## src/rtl/tl_memory_controller_master.sv

```systemverilog
// TileLink-UL master bridge: one CPU load/store at a time becomes a channel-A
// Get / PutFullData / PutPartialData, and the channel-D reply becomes a
// one-cycle CPU response.
// Optional macro TL_MEMORY_CONTROLLER_MASTER_TIMEOUT_EN adds a WAIT_D timeout
// and drains stray D beats while idle.
module tl_memory_controller_master #(
  parameter int unsigned ADDR_W         = 32,
  parameter int unsigned DATA_W         = 32,
  parameter int unsigned SIZE_W         = 2,
  parameter int unsigned SOURCE_W       = 1,
  parameter int unsigned SOURCE_ID      = 0,
  parameter int unsigned TIMEOUT_CYCLES = 1024
) (
  input  logic                  clk_i,
  input  logic                  reset_i,
  input  logic                  req_valid,
  output logic                  req_ready,
  input  logic                  req_write,
  input  logic [1:0]            req_size,
  input  logic [ADDR_W-1:0]     req_addr,
  input  logic [DATA_W-1:0]     req_wdata,
  output logic                  resp_valid,
  output logic [DATA_W-1:0]     resp_rdata,
  output logic                  resp_error,
  output logic                  a_valid,
  input  logic                  a_ready,
  output logic [2:0]            a_opcode,
  output logic [2:0]            a_param,
  output logic [SIZE_W-1:0]     a_size,
  output logic [SOURCE_W-1:0]   a_source,
  output logic [ADDR_W-1:0]     a_address,
  output logic [DATA_W/8-1:0]   a_mask,
  output logic [DATA_W-1:0]     a_data,
  input  logic                  d_valid,
  output logic                  d_ready,
  input  logic [2:0]            d_opcode,
  input  logic [1:0]            d_param,
  input  logic [SIZE_W-1:0]     d_size,
  input  logic [SOURCE_W-1:0]   d_source,
  input  logic [DATA_W-1:0]     d_data,
  input  logic                  d_error
);

  localparam int unsigned MaskW = DATA_W / 8;
  localparam logic [2:0] OpGet = 3'd4, OpPutFull = 3'd0, OpPutPartial = 3'd1;
  localparam logic [2:0] OpAccessAck = 3'd0, OpAccessAckData = 3'd1;

  typedef enum logic [1:0] {StIdle, StSendA, StWaitD, StRespond} state_e;

  state_e              state_q, state_d;
  logic                write_q, write_d;
  logic [1:0]          size_q, size_d;
  logic [ADDR_W-1:0]   addr_q, addr_d;
  logic [2:0]          a_opcode_q, a_opcode_d;
  logic [MaskW-1:0]    a_mask_q, a_mask_d;
  logic [DATA_W-1:0]   a_data_q, a_data_d;
  logic                req_ready_q, req_ready_d;
  logic                a_valid_q, a_valid_d;
  logic                d_ready_q, d_ready_d;
  logic                resp_valid_q, resp_valid_d;
  logic [DATA_W-1:0]   resp_rdata_q, resp_rdata_d;
  logic                resp_error_q, resp_error_d;

  logic                misaligned;
  logic [MaskW-1:0]    req_mask;
  logic [DATA_W-1:0]   req_lanes;
  logic [DATA_W-1:0]   load_data;
  logic                d_match;

`ifdef TL_MEMORY_CONTROLLER_MASTER_TIMEOUT_EN
  localparam int unsigned CntW = (TIMEOUT_CYCLES > 2) ? $clog2(TIMEOUT_CYCLES) : 1;
  logic [CntW-1:0] cnt_q, cnt_d;
`endif

  // d_param and d_size carry nothing the bridge needs to check
  logic unused_inputs;
  assign unused_inputs = ^{d_param, d_size, TIMEOUT_CYCLES[0]};

  assign d_match = d_valid && d_ready_q && (d_source == SOURCE_W'(SOURCE_ID));

  // Lane/mask generation and alignment check for the incoming CPU request
  always_comb begin
    misaligned = 1'b0;
    req_mask   = '0;
    req_lanes  = req_wdata;
    unique case (req_size)
      2'd0: begin
        req_mask  = MaskW'(1) << req_addr[1:0];
        req_lanes = {(DATA_W/8){req_wdata[7:0]}};
      end
      2'd1: begin
        misaligned = req_addr[0];
        req_mask   = MaskW'(3) << {req_addr[1], 1'b0};
        req_lanes  = {(DATA_W/16){req_wdata[15:0]}};
      end
      2'd2: begin
        misaligned = (req_addr[1:0] != 2'b00);
        req_mask   = '1;
      end
      default: misaligned = 1'b1;
    endcase
  end

  // Right-align the addressed lanes of a D beat and zero-extend to the access size
  always_comb begin
    load_data = d_data >> {addr_q[1:0], 3'b000};
    unique case (size_q)
      2'd0:    load_data = load_data & DATA_W'(32'h0000_00ff);
      2'd1:    load_data = load_data & DATA_W'(32'h0000_ffff);
      default: load_data = load_data;
    endcase
  end

  // Next-state and next-output computation
  always_comb begin
    state_d      = state_q;
    write_d      = write_q;
    size_d       = size_q;
    addr_d       = addr_q;
    a_opcode_d   = a_opcode_q;
    a_mask_d     = a_mask_q;
    a_data_d     = a_data_q;
    resp_rdata_d = resp_rdata_q;
    resp_error_d = resp_error_q;
`ifdef TL_MEMORY_CONTROLLER_MASTER_TIMEOUT_EN
    cnt_d        = cnt_q;
`endif
    unique case (state_q)
      StIdle: begin
        if (req_valid) begin
          write_d  = req_write;
          size_d   = req_size;
          addr_d   = req_addr;
          a_mask_d = req_mask;
          a_data_d = req_write ? req_lanes : '0;
          if (!req_write)            a_opcode_d = OpGet;
          else if (&req_mask)        a_opcode_d = OpPutFull;
          else                       a_opcode_d = OpPutPartial;
          if (misaligned) begin
            state_d      = StRespond;
            resp_error_d = 1'b1;
            resp_rdata_d = '0;
          end else begin
            state_d = StSendA;
          end
        end
      end
      StSendA: begin
        if (a_ready) begin
          state_d = StWaitD;
`ifdef TL_MEMORY_CONTROLLER_MASTER_TIMEOUT_EN
          cnt_d   = '0;
`endif
        end
      end
      StWaitD: begin
        // Beats from other sources are accepted (d_ready high) and dropped
        if (d_match) begin
          state_d      = StRespond;
          resp_error_d = d_error ||
                         (d_opcode != (write_q ? OpAccessAck : OpAccessAckData));
          resp_rdata_d = write_q ? '0 : load_data;
        end
`ifdef TL_MEMORY_CONTROLLER_MASTER_TIMEOUT_EN
        else if (cnt_q == CntW'(TIMEOUT_CYCLES - 1)) begin
          state_d      = StRespond;
          resp_error_d = 1'b1;
          resp_rdata_d = '0;
        end else begin
          cnt_d = cnt_q + 1'b1;
        end
`endif
      end
      default: state_d = StIdle;
    endcase

    req_ready_d  = (state_d == StIdle);
    a_valid_d    = (state_d == StSendA);
    resp_valid_d = (state_d == StRespond);
`ifdef TL_MEMORY_CONTROLLER_MASTER_TIMEOUT_EN
    d_ready_d    = (state_d == StWaitD) || (state_d == StIdle);
`else
    d_ready_d    = (state_d == StWaitD);
`endif
  end

  // State and registered outputs; synchronous reset abandons any transaction
  always_ff @(posedge clk_i) begin
    if (reset_i) begin
      state_q      <= StIdle;
      write_q      <= 1'b0;
      size_q       <= '0;
      addr_q       <= '0;
      a_opcode_q   <= '0;
      a_mask_q     <= '0;
      a_data_q     <= '0;
      req_ready_q  <= 1'b1;
      a_valid_q    <= 1'b0;
      d_ready_q    <= 1'b0;
      resp_valid_q <= 1'b0;
      resp_rdata_q <= '0;
      resp_error_q <= 1'b0;
`ifdef TL_MEMORY_CONTROLLER_MASTER_TIMEOUT_EN
      cnt_q        <= '0;
`endif
    end else begin
      state_q      <= state_d;
      write_q      <= write_d;
      size_q       <= size_d;
      addr_q       <= addr_d;
      a_opcode_q   <= a_opcode_d;
      a_mask_q     <= a_mask_d;
      a_data_q     <= a_data_d;
      req_ready_q  <= req_ready_d;
      a_valid_q    <= a_valid_d;
      d_ready_q    <= d_ready_d;
      resp_valid_q <= resp_valid_d;
      resp_rdata_q <= resp_rdata_d;
      resp_error_q <= resp_error_d;
`ifdef TL_MEMORY_CONTROLLER_MASTER_TIMEOUT_EN
      cnt_q        <= cnt_d;
`endif
    end
  end

  assign req_ready  = req_ready_q;
  assign a_valid    = a_valid_q;
  assign d_ready    = d_ready_q;
  assign resp_valid = resp_valid_q;
  assign resp_rdata = resp_rdata_q;
  assign resp_error = resp_error_q;
  assign a_opcode   = a_opcode_q;
  assign a_param    = 3'b000;
  assign a_size     = SIZE_W'(size_q);
  assign a_source   = SOURCE_W'(SOURCE_ID);
  assign a_address  = addr_q;
  assign a_mask     = a_mask_q;
  assign a_data     = a_data_q;

endmodule
```

## config.mk

```make
export PLATFORM = sky130hd
export DESIGN_NAME = tl_memory_controller_master
export DESIGN_NICKNAME = d
export VERILOG_FILES = /design/src/rtl/tl_memory_controller_master.sv
export SDC_FILE = /design/constraint.sdc
export NUM_CORES = 1
export LEC_CHECK = 0
export CORE_MARGIN = 2
export CORE_UTILIZATION = 32
export CTS_CLUSTER_DIAMETER = 120
export DETAILED_ROUTE_END_ITERATION = 6
export GPL_TIMING_DRIVEN = 1
export HOLD_SLACK_MARGIN = 0.03
export PLACE_DENSITY = 0.62
export SLEW_MARGIN = 0
export SYNTH_ARGS = -nofsm -noshare
export SYNTH_HDL_FRONTEND = slang
export SYNTH_SLANG_ARGS = --single-unit
```

## constraint.sdc

```tcl
create_clock -name clk_i -period 2.1 [get_ports clk_i]
set_input_delay 0.63 -clock clk_i [delete_from_list [all_inputs] [get_ports clk_i]]
set_output_delay 0.63 -clock clk_i [all_outputs]
set_load 0.03 [all_outputs]
```

Word level (Yosys, flattened, before mapping) --
Cells that the tools add are included.
Storage, ports and cells: flip-flop bits (word level) 113, output and inout port bits 114, word-level logic and storage cells 63
Operators by class: reductions and logical operators 12, bitwise operators 1, equality and inequality tests 12, multiplexer cells 22, shift operators 3
Operators by type and width (number):
- $pmux 32 s2 | 3
- $mux 32 | 5
- $shr 32x5->32 | 1
- $pmux 4 s3 | 1
- $eq 2x1->1 const B | 4
- $eq 2x2->1 const B | 4
- $logic_not 2->1 | 4
- $mux 2 | 4
- $reduce_and 4->1 | 2
- $ne 2x2->1 const B | 3
- $pmux 2 s3 | 1
- $mux 1 | 5
- $reduce_bool 2->1 | 2
- $shl 1x2->4 const A | 1
- $shl 2x2->4 const A | 1
- $mux 3 | 1
- $ne 3x1->1 | 1
- $pmux 1 s3 | 1
- $logic_and 1x1->1 | 2
- $pmux 1 s2 | 1
- $reduce_and 2->1 | 1
- $logic_or 1x1->1 | 1
- $not 1->1 | 1

Logic depth before layout (Yosys ltp) --
depth after elaboration 6, gate-level depth with buffers 7, mapped depth without buffers 4

Worst setup path after synthesis --
No wires, ideal clock.
path type input -> register, from input req_size[1], to register a_data_q[8], in the netlist a_data[8], required time 1.972 ns, setup slack 0.233 ns, stages 5, data arrival time 1.740 ns, setup time 0.128 ns, cells stage by stage buf_2 -> nor2_1 -> mux2_2 -> a22oi_1 -> nor2_1
Between the ends: longest elaborated chain between the ends 3, elaborated cells on any way between the ends 4, those cells by class eq/ne (1); mux (2); reduce/logical (1)
Ends and longest elaborated chain:
- from (decl) | RTL line 19 | input logic [1:0] req_size,
- $eq 2x1->1 / $logic_not 2->1 (equally long branches) | RTL line 86 | unique case (req_size)
- $pmux 32 s2 (*) | RTL line 86
- $mux 32 (*) | RTL line 135 | a_data_d = req_write ? req_lanes : '0;
- to (signal assigned) | RTL line 213 | a_data_q <= a_data_d;
- to (decl) | RTL line 56 | logic [DATA_W-1:0] a_data_q, a_data_d;
Mark *: on every way between the ends. The rest lies on a longest branch, timed or not. A chain may end at the register's enable or synchronous reset.

Worst setup path after layout --
from register a_data_q[5], in the netlist a_data[5], to output a_data[5]
RTL lines:
- to (decl) | RTL line 33 | output logic [DATA_W-1:0] a_data,
No word-level cell between the ends.

==> flow_metrics.py <==
metrics = {
    "outcome": {
        "status": "completed",
    },
    "floorplanning": {
        "ios": 227,
        "rows": 46,
        "die_height_um": 130,
        "start_util": 0.324,
        "core_area_um2": 15700,
        "die-width_um": 130,
        "die-area_um2": 17000,
    },
    "power": {
        "power_switching_mw": 1.66,
        "ir_worst_vdd_v": 0.000345,
        "p_sw_frac": 0.310,
        "p_int_mw": 3.70,
        "p_leak_nw": 2.84,
        "p_total_mw": 5.36,
        "pwr-share-seq": 0.430,
        "pwr-share-clk": 0.324,
        "combPwrFrac": 0.246,
        "power_density_nw_per_um2": 682,
    },
    "timing": {
        "skew_ps": 7.02,
        "finalCritPeriodShare": 0.969,
        "min_period_ps": 2030,
        "setup_violations": 0,
        "fmax_mhz": 492,
        "rsz0062_at_grt": "no",
        "final_hold_viol_count": 0,
        "maxSlewViolCount": 0,
    },
    "cells_and_area": {
        "drive_gt1_frac": 0.0988,
        "fill_cells": 1533,
        "multi_input_area_um2": 2580,
        "area_growth_pct": 54.1,
        "layoutNonFillerInstCount": 1016,
        "diodes": 0,
        "final_nets": 908,
        "regArea_um2": 2240,
    },
    "routing": {
        "wl_per_cell_um": 16.2,
        "via_per_inst": 4.84,
        "vias": 4913,
        "first_pass_iters": 4,
        "drt_iter0_markers": 230,
        "route.detailed.drc": 0,
        "antenna_left": 0,
        "finalWirelength_um": 16500,
    },
    "yosys": {
        "synth_top_area_frac": 0.440,
        "dominantRegCellSynth": "dfxtp_1",
        "yosysWarnings": 0,
        "yosysUniqueCellTypes": 42,
        "synth.most_common_cell": "nand2_1",
        "synth_area_um2": 5100,
        "async_reset_ff_frac": 0,
        "synthTopCellsByArea": "dfxtp_1 44%, mux2i_1 11%, nand2_1 9.4%, a21oi_1 5.7%, mux2_2 5.3%",
        "synthCells": 588,
        "syn_avg_cell_area_um2": 8.67,
        "yosysTopAreaCell": "dfxtp_1",
        "synth_common_cells": "127 x nand2_1, 112 x dfxtp_1, 58 x a21oi_1",
        "seq_area_frac_synth": 0.440,
        "synth_edf_count": 0,
        "synth-seq-cells": 112,
    },
    "clocking": {
        "post_cts_buffers": 0,
        "clk_latency_ps": 350,
        "cts.sinks": 112,
        "cts_inserted_buffers": 9,
        "clk_pin_slew_worst_paths_ps": 80,
        "cts_htree_levels": 3,
        "clock_path_buffers": 2,
        "cts-root-buf": "clkbuf_16",
        "cts_tree": "done",
    },
    "worst_setup_path": {
        "end_kind": "output pin",
        "crit_cells": 1,
        "crit_buf_inv": 1,
        "cp.arrival_ps": 1400,
        "max_stage_delay_ps": 700,
        "worstPathMaxFanout": 2,
        "cp_data_required_time_ps": 1470,
        "reg2reg_slack_ps": 320,
        "slowest_stage": "clkdlybuf4s50_1",
        "r2r_end": "resp_rdata[28]",
        "cpLargestDelayFamily": "buffers and inverters",
        "ff2ff_path_depth": 5,
        "startpoint_type": "flop",
        "setup.worst_path.start": "a_data[5]",
        "critPathKind": "flop to output pin",
        "cp_cell_sequence": "clkdlybuf4s50_1",
        "r2r_start": "state_q[1]",
    },
    "global_routing": {
        "grt_max_degree": 109,
        "antenna_found_initial": 0,
        "grt-ovfl-total": 0,
        "gr-usage-all-layers": 0.190,
        "grt_pass1_vias": 4773,
        "grt_use_met2": 0.316,
        "grt.busiest_layer": "met2",
        "use_met3": 0.0713,
        "use_met1": 0.226,
        "grt_pass1_wl_um": 25000,
    },
    "place": {
        "io_buffers": 217,
        "dp.cells": 1000,
        "place_congestion": 0.809,
        "dp_hpwl_um": 12000,
    },
    "min_path": {
        "hold_path_class": "flop to flop",
        "hold_start": "a_address[21]",
        "holdPathStages": 2,
        "worst_hold_path.endpoint": "a_address[21]",
    },
    "run": {
        "drv_cap": 0,
    },
}
[cell type report]
type                    count  area share
multi-input cells         421       0.329
repair buffers            246       0.311
flip-flops and latches    112       0.285
well taps                 216      0.0344
clock buffers               9      0.0287
clock inverters             7     0.00892
inverters                   5     0.00239
[metal layers]
| layer | vias up | wire length [µm] |
|---|---|---|
| met5 | - | 0 |
| li1 | 2411 | - |
| met1 | 2296 | 6770 |
| met3 | 20 | 1690 |
| met4 | 0 | 299 |
| met2 | 186 | 7730 |
[logic make-up after synthesis]
group           after synthesis  synth area share
compound gates              116             0.141
xor+xnor                      1           0.00172
buf+inv                      59            0.0562
flops                       112             0.440
mux                          80             0.163
other cells                   1          0.000736
simple gates                219             0.197
[through the flow]
step / setup slack, ps / setup TNS (ps) / util / cell area [µm²] / hold WS [ps]
3_5_place_dp: -217 / -16030 / 0.481 / 7560 / 445
2_1_floorplan: 233 / 0 / - / 5110 / 520
6_report: 65.6 / 0 / 0.500 / 7860 / 455
4_1_cts: 19.9 / 0 / 0.500 / 7850 / 458
5_1_grt: 9.40 / 0 / 0.500 / 7860 / 469
3_3_place_gp: -190 / -14560 / 0.481 / 7560 / 440
[repair_timing]
item | in CTS | in global routing
setup endpoints to repair | 1 | 1
resized for setup | 1 | 1
hold buffers | 0 | 0
[flip-flops by register name, summed over array words and instances, names as in the netlist]
| name | flops |
|---|---|
| a_opcode | 2 |
| d_ready | 1 |
| resp_valid | 1 |
| a_mask | 4 |
| a_address | 32 |
| write_q | 1 |
| resp_rdata | 32 |
| state_q | 2 |
| resp_error | 1 |
| a_size | 2 |
| a_valid | 1 |
| req_ready | 1 |
| a_data | 32 |
[placed cells by master (no fill, tap or decap), types with 8 or more instances in the layout]
| cell type | n |
|---|---|
| dfxtp_1 | 112 |
| o21ai_0 | 11 |
| a21oi_1 | 58 |
| clkbuf_16 | 9 |
| nor2_1 | 25 |
| nand3_1 | 18 |
| buf_4 | 27 |
| clkdlybuf4s50_1 | 212 |
| nand2_1 | 127 |
| mux2_2 | 24 |
| o2bb2ai_1 | 8 |
| a22oi_1 | 19 |
| o211ai_1 | 8 |
| nand2b_1 | 35 |
| mux2i_1 | 56 |
[worst max-delay path by stage]
| stage | to | slack (ps) |
|---|---|---|
| floorplan | a_data[8] | 230 |
| global placement | a_data[12] | -190 |
| detailed placement | a_data[15] | -220 |
| CTS | a_size[0] | 20 |
| global route | d_ready | 9 |
| finish | a_data[5] | 70 |
[power groups by stage]
stage                     Combinational [mW]  Clock, mW  Sequential (mW)
after floorplan                        0.529          0             2.54
after global placement                  1.31          0             2.35
after detailed placement                1.32          0             2.35
after CTS                               1.33       1.80             2.30
after global routing                    1.41       1.87             2.32
final                                   1.32       1.74             2.30
No activity file was read; power rests on OpenSTA's default activity.
